## src/rtl/uart_rx_pkg.sv

```systemverilog
// Shared UART definitions: oversampling ratio, default frame width and the
// FSM state encodings for both the receiver and the paired transmitter.
package uart_rx_pkg;

  localparam int OVERSAMPLE_DEFAULT = 16;
  localparam int DATA_BITS_DEFAULT  = 8;

  // Receiver FSM encodings (plain constants so legacy code can reuse them).
  localparam logic [2:0] ST_IDLE  = 3'd0;
  localparam logic [2:0] ST_START = 3'd1;
  localparam logic [2:0] ST_DATA  = 3'd2;
  localparam logic [2:0] ST_STOP  = 3'd3;
  localparam logic [2:0] ST_BREAK = 3'd4;

  // Transmitter FSM encodings, kept beside the receiver's so both stay in step.
  localparam logic [1:0] TX_IDLE  = 2'd0;
  localparam logic [1:0] TX_START = 2'd1;
  localparam logic [1:0] TX_DATA  = 2'd2;
  localparam logic [1:0] TX_STOP  = 2'd3;

  // Width of a counter that must reach n-1 (never narrower than one bit).
  function automatic int count_width(input int n);
    return (n > 1) ? $clog2(n) : 1;
  endfunction

endpackage

```

## src/rtl/uart_rx_if.sv

```systemverilog
// Receiver-side bus: line, tick and enable in; recovered byte and pulses out.
interface uart_rx_if #(
  parameter int DATA_BITS = 8
);
  logic                 enable;
  logic                 rx;
  logic                 rx_tick;
  logic [DATA_BITS-1:0] rx_data;
  logic                 rx_done;
  logic                 frame_error;

  // Driving side: supplies the line and timing, consumes bytes.
  modport master (
    output enable, rx, rx_tick,
    input  rx_data, rx_done, frame_error
  );

  // Receiver side.
  modport slave (
    input  enable, rx, rx_tick,
    output rx_data, rx_done, frame_error
  );
endinterface

```

## src/rtl/uart_rx_sync_2ff.sv

```systemverilog
// Generic two-flop synchronizer for an asynchronous single-bit input.
module sync_2ff #(
  parameter logic RESET_VAL = 1'b0
) (
  input  logic clk,
  input  logic reset,
  input  logic d,
  output logic q
);
  logic meta;

  // Two-stage resynchronisation into the clk domain.
  always_ff @(posedge clk or posedge reset) begin
    if (reset) begin
      meta <= RESET_VAL;
      q    <= RESET_VAL;
    end else begin
      // NOTE: non-blocking so each flop takes the previous stage's old value.
      meta <= d;
      q    <= meta;
    end
  end
endmodule

```

## src/rtl/uart_rx.sv

```systemverilog
// 8N1 UART receiver with 16x oversampling, start-glitch rejection,
// framing-error detection and break (stuck-low) recovery.
module uart_rx
  import uart_rx_pkg::*;
#(
  parameter int DATA_BITS  = DATA_BITS_DEFAULT,
  parameter int OVERSAMPLE = OVERSAMPLE_DEFAULT
) (
  input logic      clk,
  input logic      reset,
  uart_rx_if.slave bus
);
  localparam int BW = count_width(DATA_BITS);
  localparam logic [3:0]    TICK_HALF = 4'(OVERSAMPLE/2 - 1);
  localparam logic [3:0]    TICK_LAST = 4'(OVERSAMPLE - 1);
  localparam logic [BW-1:0] BIT_LAST  = BW'(DATA_BITS - 1);

  logic                 rx_s;
  logic                 adv;
  logic [2:0]           state, state_d;
  logic [3:0]           tick_count, tick_d;
  logic [BW-1:0]        bit_count, bit_d;
  logic [DATA_BITS-1:0] shreg, shreg_d;
  logic [DATA_BITS-1:0] data_q, data_d;
  logic                 done_q, done_d;
  logic                 err_q, err_d;

  sync_2ff #(.RESET_VAL(1'b1)) u_sync (
    .clk   (clk),
    .reset (reset),
    .d     (bus.rx),
    .q     (rx_s)
  );

  assign adv = bus.enable && bus.rx_tick;

  // Next-state, counter and output decisions for the frame FSM.
  always_comb begin
    // NOTE: every target gets a default first so no path infers a latch.
    state_d = state;
    tick_d  = tick_count;
    bit_d   = bit_count;
    shreg_d = shreg;
    data_d  = data_q;
    done_d  = 1'b0;
    err_d   = 1'b0;
    case (state)
      ST_IDLE: begin
        if (bus.enable && !rx_s) begin
          state_d = ST_START;
          tick_d  = '0;
        end
      end
      ST_START: begin
        if (adv) begin
          if (tick_count == TICK_HALF) begin
            if (!rx_s) begin
              state_d = ST_DATA;
              tick_d  = '0;
              bit_d   = '0;
            end else begin
              state_d = ST_IDLE;
            end
          end else begin
            tick_d = tick_count + 4'd1;
          end
        end
      end
      ST_DATA: begin
        if (adv) begin
          if (tick_count == TICK_LAST) begin
            shreg_d = {rx_s, shreg[DATA_BITS-1:1]};
            tick_d  = '0;
            if (bit_count == BIT_LAST) state_d = ST_STOP;
            else                       bit_d   = bit_count + 1'b1;
          end else begin
            tick_d = tick_count + 4'd1;
          end
        end
      end
      ST_STOP: begin
        if (adv) begin
          if (tick_count == TICK_LAST) begin
            if (rx_s) begin
              data_d  = shreg;
              done_d  = 1'b1;
              state_d = ST_IDLE;
            end else begin
              err_d   = 1'b1;
              state_d = ST_BREAK;
            end
          end else begin
            tick_d = tick_count + 4'd1;
          end
        end
      end
      ST_BREAK: begin
        if (bus.enable && rx_s) state_d = ST_IDLE;
      end
      default: state_d = ST_IDLE;
    endcase
  end

  // State, counters, shift register and registered outputs.
  always_ff @(posedge clk or posedge reset) begin
    if (reset) begin
      state      <= ST_IDLE;
      tick_count <= '0;
      bit_count  <= '0;
      shreg      <= '0;
      data_q     <= '0;
      done_q     <= 1'b0;
      err_q      <= 1'b0;
    end else begin
      state      <= state_d;
      tick_count <= tick_d;
      bit_count  <= bit_d;
      shreg      <= shreg_d;
      data_q     <= data_d;
      done_q     <= done_d;
      err_q      <= err_d;
    end
  end

  assign bus.rx_data     = data_q;
  assign bus.rx_done     = done_q;
  assign bus.frame_error = err_q;
endmodule

```

## src/flat_wrapper.sv

```systemverilog
// flat-port wrapper written by rule: the top's interface ports become plain ports
module uart_rx_flat import uart_rx_pkg::*;
#(
  parameter int DATA_BITS  = DATA_BITS_DEFAULT,
  parameter int OVERSAMPLE = OVERSAMPLE_DEFAULT
)
  (clk, reset, bus_enable, bus_rx, bus_rx_tick, bus_rx_data, bus_rx_done, bus_frame_error);
  uart_rx_if #(.DATA_BITS(DATA_BITS)) bus_i ();
  input logic clk;
  input logic reset;
  input wire logic [$bits(bus_i.enable)-1:0] bus_enable;
  input wire logic [$bits(bus_i.rx)-1:0] bus_rx;
  input wire logic [$bits(bus_i.rx_tick)-1:0] bus_rx_tick;
  output wire logic [$bits(bus_i.rx_data)-1:0] bus_rx_data;
  output wire logic [$bits(bus_i.rx_done)-1:0] bus_rx_done;
  output wire logic [$bits(bus_i.frame_error)-1:0] bus_frame_error;
  assign bus_i.enable = bus_enable;
  assign bus_i.rx = bus_rx;
  assign bus_i.rx_tick = bus_rx_tick;
  assign bus_rx_data = bus_i.rx_data;
  assign bus_rx_done = bus_i.rx_done;
  assign bus_frame_error = bus_i.frame_error;
  uart_rx #(.DATA_BITS(DATA_BITS), .OVERSAMPLE(OVERSAMPLE)) u_core (.clk(clk), .reset(reset), .bus(bus_i));
endmodule
```

## config.mk

```make
export PLATFORM = sky130hd
export DESIGN_NAME = uart_rx_flat
export DESIGN_NICKNAME = d
export VERILOG_FILES = /design/src/rtl/uart_rx_pkg.sv /design/src/rtl/uart_rx_if.sv /design/src/rtl/uart_rx_sync_2ff.sv /design/src/rtl/uart_rx.sv /design/src/flat_wrapper.sv
export SDC_FILE = /design/constraint.sdc
export NUM_CORES = 1
export LEC_CHECK = 0
export ABC_CLOCK_PERIOD_IN_PS = 3500
export BUFFER_PORTS_ARGS = -buffer_cell sky130_fd_sc_hd__buf_4
export CAP_MARGIN = 20
export CORE_ASPECT_RATIO = 1.75
export CORE_MARGIN = 2
export CORE_UTILIZATION = 55
export DETAILED_ROUTE_END_ITERATION = 7
export PLACE_DENSITY = 0.76
export SYNTH_ARGS = -nofsm -noshare
export SYNTH_HDL_FRONTEND = slang
export SYNTH_HIERARCHICAL = 1
export SYNTH_SLANG_ARGS = --single-unit
```

## constraint.sdc

```tcl
create_clock -name clk -period 3.5 [get_ports clk]
set_input_delay 0.525 -clock clk [delete_from_list [all_inputs] [get_ports clk]]
set_output_delay 0.525 -clock clk [all_outputs]
set_load 0.03 [all_outputs]
```

# Word-level counts from Yosys, hierarchy flattened
# Cells that the tools add are included.
[totals]
word_cells = 79
output_inout_bits = 10
reg_bits = 30
[op_classes]
add_sub_neg = 2
n_mux = 36
n_eq_ne = 20
n_reduce_logical = 12
[op_table]
columns = ["cell", "n"]
rows = [
  ["2-to-1 mux 3 bit", 16],
  ["2-to-1 mux 4 bit", 8],
  ["!= test 2 x 1 -> 1 bit, second input constant", 9],
  ["one-hot mux 4 bit (4 select lines)", 1],
  ["one-hot mux 3 bit (5 select lines)", 1],
  ["AND reduction 7 bit", 2],
  ["AND reduction 9 bit", 1],
  ["2-to-1 mux 1 bit", 8],
  ["== test 3 x 2 -> 1 bit, second input constant", 2],
  ["== test 3 bit, second input constant", 2],
  ["!= test 2 bit, second input constant", 3],
  ["one-hot mux 3 bit (2 select lines)", 1],
  ["adder 4 x 1 -> 4 bit, second input constant", 1],
  ["== test 4 x 3 -> 1 bit, second input constant", 1],
  ["== test 4 bit, second input constant", 1],
  ["AND reduction 4 bit", 1],
  ["nonzero test 4 bit", 1],
  ["adder 3 x 1 -> 3 bit, second input constant", 1],
  ["== test 3 x 1 -> 1 bit, second input constant", 1],
  ["logical AND 1 bit", 3],
  ["zero test 3 bit", 1],
  ["!= test 3 bit, second input constant", 1],
  ["AND reduction 3 bit", 1],
  ["2-to-1 mux 2 bit", 1],
  ["other kinds (2)", 2],
]

# Longest topological paths before layout
[depth]
depth_word = 5
ltp_mapped = 7

# Cells and area by module
# Netlist, hierarchy kept.
[by_module_without_submodules]
columns = ["mod", "cells_each", "seq_area_each_um2", "n_inst", "area_per_inst_um2"]
rows = [
  ["uart_rx", 117, 700.7, 1, 1435.1],
  ["sync_2ff", 3, 52.6, 1, 56.3],
]

# Worst setup path after synthesis
# OpenSTA, ideal clock, no wires.
[synth_path]
kind = "register to register"
start = "register u_core.bit_count[0]"
end = "register u_core.bit_count[0]"
slack_ns = 1.723
path_stages_with_launch = 7
setup_time_ns = 0.125
required_time_ns = 3.375
arrival_ns = 1.652
path_buffers = 0
period_less_slack_ns = 1.777
cell_sequence = "dfrtp_1 > ha_1 > ha_1 > nor4b_2 > a21oi_1 > or3_1 > mux2_2"
[synth_between]
elab_chain_len = 5
word_cells_on_any_way = 8
classes_between = "1 x add/sub; 2 x eq/ne; 4 x mux; 1 x reduce/logical"
[synth_lines]
columns = ["item", "line", "text"]
rows = [
  ["from (decl)", "uart_rx.sv:22", "logic [BW-1:0] bit_count, bit_d;"],
  ["from (signal assigned)", "uart_rx.sv:117", "bit_count <= bit_d;"],
  ["adder 3 x 1 -> 3 bit", "uart_rx.sv:75", "else bit_d = bit_count + 1'b1;"],
  ["2-to-1 mux 3 bit", "uart_rx.sv:74", "if (bit_count == BIT_LAST) state_d = ST_STOP;"],
  ["2-to-1 mux 3 bit", "uart_rx.sv:71", "if (tick_count == TICK_LAST) begin"],
  ["2-to-1 mux 3 bit", "uart_rx.sv:70", "if (adv) begin"],
  ["one-hot mux 3 bit (2 select lines)", "uart_rx.sv:47", "case (state)"],
]
# Parallel ways exist; a longest one is shown, timed or not. The select of a mux whose other input is x is not followed.
# A chain may end at the register's enable or synchronous reset.

# Final worst setup path
[layout_path]
start = "register u_core.tick_count[0]"
end = "register u_core.shreg[0]"
[layout_between]
elab_chain_len = 2
[layout_lines]
columns = ["item", "line", "text"]
rows = [
  ["from (decl)", "uart_rx.sv:21", "logic [3:0] tick_count, tick_d;"],
  ["from (signal assigned)", "uart_rx.sv:116", "tick_count <= tick_d;"],
  ["== test 4 bit", "uart_rx.sv:71", ""],
  ["AND reduction 3 bit (no line)", "--", ""],
  ["to (signal assigned)", "uart_rx.sv:118", "shreg <= shreg_d;"],
  ["to (decl)", "uart_rx.sv:23", "logic [DATA_BITS-1:0] shreg, shreg_d;"],
]
# No other way between the ends.

==> out/results.env <==
ROUTABILITYCONGESTION=0.803
ROWS=25
POSTSYNTH.ASYNCRESETSHARE=1.00
GRT-OVFL-TOTAL=0
POWER_REPORT.INTERNAL_TOTAL_mW=0.642
TOTAL_DETAILED_ROUTING_WIRELENGTH_UM=2650
DIE_AREA_UM2=3160
MINIMUM_PERIOD_IMPLIED_BY_THE_FINAL_WORST_SETUP_SLACK_NS=1.97
IO_BUFFERS=14
PLACEABLECOREAREA_UM2=2630
REG2REG_TO='u_core/shreg[0]'
FMAX_GHz=0.506
H_TREE_LEVELS=2
SYNTHFLOPTYPE='sky130_fd_sc_hd__dfrtp_1'
POWER.SHARE.CLOCK=0.301
FINAL.FILL_COUNT=210
CTS_NUM_SINKS=30
ROUTE.DETAILED.DRC=0
IO-PIN-COUNT=15
LAYOUT.CELLS.MOST_COMMON_LIST='28 x sky130_fd_sc_hd__dfrtp_1, 14 x sky130_fd_sc_hd__buf_4, 9 x sky130_fd_sc_hd__mux2_2, 8 x sky130_fd_sc_hd__inv_1, 8 x sky130_fd_sc_hd__mux2_4'
TIMING.HOLD.WORST.CLASS='in -> async'
FINALSETUPTNS_NS=0
SETUP.REG_TO_REG.WORST_SLACK_NS=1.53
DETAILROUTE.VIA_COUNT=984
DESIGN.FINAL.NETS=143
FINALMAXSLEWVIOLATIONS=0
TOTAL_SWITCHING_POWER_mW=0.321
SYN_AREA_UM2=1490
MAX_SLEW_HEADROOM=0.632
TIMING.FINAL.SETUP_VIOLATIONS=0
SYNTH.LIB_CELLS_USED.DISTINCT=43
REGAREA_UM2=753
NUMPLACEDINSTANCES=154
YS_SEQ_ELEMENTS=30
BUFFER_DEPTH_OF_THE_LONGEST_CLOCK_PATH=2
OUTCOME='completed'
CRITPATHLAUNCHTYPE='flip-flop'
GRT_ANTENNA_BEFORE_REPAIR=0
DIE_WIDTH_UM=43.4
NUMBER_OF_INSERTED_DIODES=0
MULTI_INPUT_COMB_AREA_UM2=647
DRT_PRE_ANTENNA_ITERS=4
TIMING.CRITICAL_PATH.REQUIRED_NS=3.67
CRITICAL_PATH.ENDPOINT_TYPE='flip-flop'
DP_SLACK_NS=1.53
DRIVE_ABOVE_1_SHARE=0.353
FIN_WS_NS=1.53
PATH_CELLS='ha_1 -> and4_1 -> nand3_2 -> or2_1 -> mux2_4'
INITIALDRTVIOLATIONCOUNT=19
VDD_IR_DROP_MAX_mV=0.354
POWER_DENSITY_nW_PER_UM2=569
LAYOUT.CELLS.MOST_COMMON='sky130_fd_sc_hd__dfrtp_1'
POWER_mW=0.963
GRT_UTIL_ALL_LAYERS=0.188
FINAL_HOLD_SLACK_NS=0.170
GRT_SETUP_UNREPAIRED='false'
POWER.SEQUENTIAL.FRACTION=0.482
FIRST_GLOBAL_VIAS=1006
CTSHOLDBUFFERS=0
SYNTH_SEQ_AREA_SHARE=0.505
TIMING.REG2REG.WORST_PATH_DEPTH=5
TIMING.SETUP.CRITICAL_PATH_CLASS='reg -> reg'
MAPPEDNETLISTNETS=128
CRIT_PATH_MAX_INCR_DELAY_NS=0.41
POST_CTS_RESIZED=0
GLOBAL_ROUTE_WIRE_LENGTH_BEFORE_REPAIR_UM=4320
SYNTH_ENABLE_FLOP_CELLS=0
CTS_ROOT_BUFFER='sky130_fd_sc_hd__clkbuf_8'
FINISH.UTILIZATION=0.644
TIMING_HOLD_VIOLATIONS_FINAL=0
PLACE.DETAILED.HPWL_UM=1840
VIA_PER_INST=6.04
GRT_MAX_DEGREE=29
DRV.MAX_CAP_VIOLATION_COUNT=0
DRT.ANTENNA.VIOLATING_NETS=0
TIMING.CRITICAL_PATH.FANOUT_MAX=8
AREA_OF_ALL_PLACED_CELLS_WITHOUT_FILLERS_UM2=1690
FINALCRITPERIODSHARE=0.564
FINCLKSKEW_NS=0.00202
POSTCTSSETUPBUFFERS=0
CRITPATHBUFINV=0
CRITICAL-PATH-TOP-DELAY-FAMILY='simple AND/OR/NAND/NOR gates'
DETAILED_PLACE.AREA_UM2=1570
WORST_SETUP_HOLD_PATH_CLK_SLEW_NS=0.06
YOSYS_WARNINGS=6
CP_SLOWEST_CELL='sky130_fd_sc_hd__or2_1'
TRITONCTS='yes'
AREA_DELTA_SYNTH_FINAL_PCT=13.4
SYNTHESIS.AREA_PER_INSTANCE_UM2=12.4
INITIAL_CORE_UTIL=0.568
SW_FRAC_OF_TOTAL=0.333
CLK-INSERTION-DELAY-LATE_NS=0.28
CTS-BUFFERS-INSERTED=5
AVGROUTEDWIREPERCELL_UM=16.2
DATA_ARRIVAL_AT_THE_ENDPOINT_OF_THE_CRITICAL_PATH_NS=2.14
WORST_R2R_STARTPOINT='u_core/tick_count[0]'
DIE_H_UM=72.9
STDCELL_COUNT=163
SHARE_COMB_OF_TOTAL_POWER=0.217
POST_SYNTH_INST_COUNT=120
WORST_TRAN_PIN_VALUE_NS=0.546
P_LEAK_nW=0.849
## per-layer routing
metal  GRT usage  vias to the layer above  part of all wire
met5           0                        -                 0
met4       0.125                        0             0.033
met3      0.0446                        8             0.037
met2       0.335                       23              0.54
met1       0.186                      489              0.39
li1            -                      464                 -
## final cells by class
| type | count | area share |
|---|---|---|
| clock inverter | 2 | 0.00740 |
| inverter | 8 | 0.0178 |
| sequential | 30 | 0.445 |
| timing repair buffer | 15 | 0.0784 |
| tap | 27 | 0.0200 |
| clock buffer | 6 | 0.0488 |
| multi-input combinational | 75 | 0.382 |
## cell usage after synthesis, types with 2 or more instances
master | count | area, um^2
sky130_fd_sc_hd__o21bai_1 | 2 | 15.0
sky130_fd_sc_hd__mux2_4 | 8 | 120
sky130_fd_sc_hd__nand3_1 | 2 | 10.0
sky130_fd_sc_hd__a211o_1 | 2 | 17.5
sky130_fd_sc_hd__mux2i_1 | 2 | 20.0
sky130_fd_sc_hd__dfstp_2 | 2 | 52.6
sky130_fd_sc_hd__ha_1 | 3 | 37.5
sky130_fd_sc_hd__and2_1 | 2 | 12.5
sky130_fd_sc_hd__a211oi_1 | 2 | 15.0
sky130_fd_sc_hd__nor2_1 | 3 | 11.3
sky130_fd_sc_hd__inv_1 | 8 | 30.0
sky130_fd_sc_hd__dfrtp_1 | 28 | 701
sky130_fd_sc_hd__nor3_1 | 3 | 15.0
sky130_fd_sc_hd__a22o_1 | 2 | 17.5
sky130_fd_sc_hd__nand2_1 | 7 | 26.3
sky130_fd_sc_hd__a21oi_1 | 3 | 15.0
sky130_fd_sc_hd__buf_6 | 2 | 22.5
sky130_fd_sc_hd__o41ai_1 | 2 | 17.5
sky130_fd_sc_hd__nand2b_1 | 2 | 12.5
sky130_fd_sc_hd__mux2_2 | 9 | 101
sky130_fd_sc_hd__o21a_1 | 2 | 15.0
sky130_fd_sc_hd__buf_2 | 2 | 10.0
sky130_fd_sc_hd__buf_4 | 2 | 15.0
## how the worst max path moves through the flow
stage / startpoint / endpoint / slack [ns] / cells past startpoint
after floorplan: u_core/bit_count[0] / u_core/bit_count[0] / 1.72 / 6
after global placement: bus_enable / u_core/shreg[7] / 1.59 / 5
after detailed placement: bus_enable / u_core/shreg[1] / 1.53 / 5
after CTS: u_core/tick_count[0] / u_core/shreg[1] / 1.52 / 5
after global routing: u_core/tick_count[0] / u_core/shreg[0] / 1.40 / 5
final: u_core/tick_count[0] / u_core/shreg[0] / 1.53 / 5
## flip-flops by register name, indices dropped and copies added, names as in the netlist
name and count:
u_core/u_sync/q 1, u_core/u_sync/meta 1, u_core/bus.frame_error 1, u_core/bus.rx_done 1, u_core/tick_count 4, u_core/bit_count 3
u_core/shreg 8, u_core/state 3, u_core/bus.rx_data 8
## worst reg2reg max path, stage by stage, from the launching register on
cell,delay (ns)
sky130_fd_sc_hd__dfrtp_1,0.39
sky130_fd_sc_hd__ha_1,0.24
sky130_fd_sc_hd__and4_1,0.35
sky130_fd_sc_hd__nand3_2,0.11
sky130_fd_sc_hd__or2_1,0.41
sky130_fd_sc_hd__mux2_4,0.36
## power by group through the flow
stage                     Clock [mW]  Sequential [mW]  Combinational (mW)
after global placement             0            0.463               0.197
after detailed placement           0            0.468               0.207
after global routing           0.309            0.471               0.233
after floorplan                    0            0.413               0.236
after CTS                      0.299            0.462               0.208
final                          0.290            0.464               0.209
## kinds of logic (layout without fill, tap and decap cells)
logic type | after synthesis | count (layout) | share of synthesized area
DFF | 30 | 30 | 0.505
and+or+nand+nor | 30 | 30 | 0.128
AOI/OAI and AO/OA | 23 | 23 | 0.119
muxes | 19 | 19 | 0.162
buffers and inverters | 15 | 31 | 0.0612
adders and majority gates | 3 | 3 | 0.0252
No activity file was read; power rests on OpenSTA's default activity.
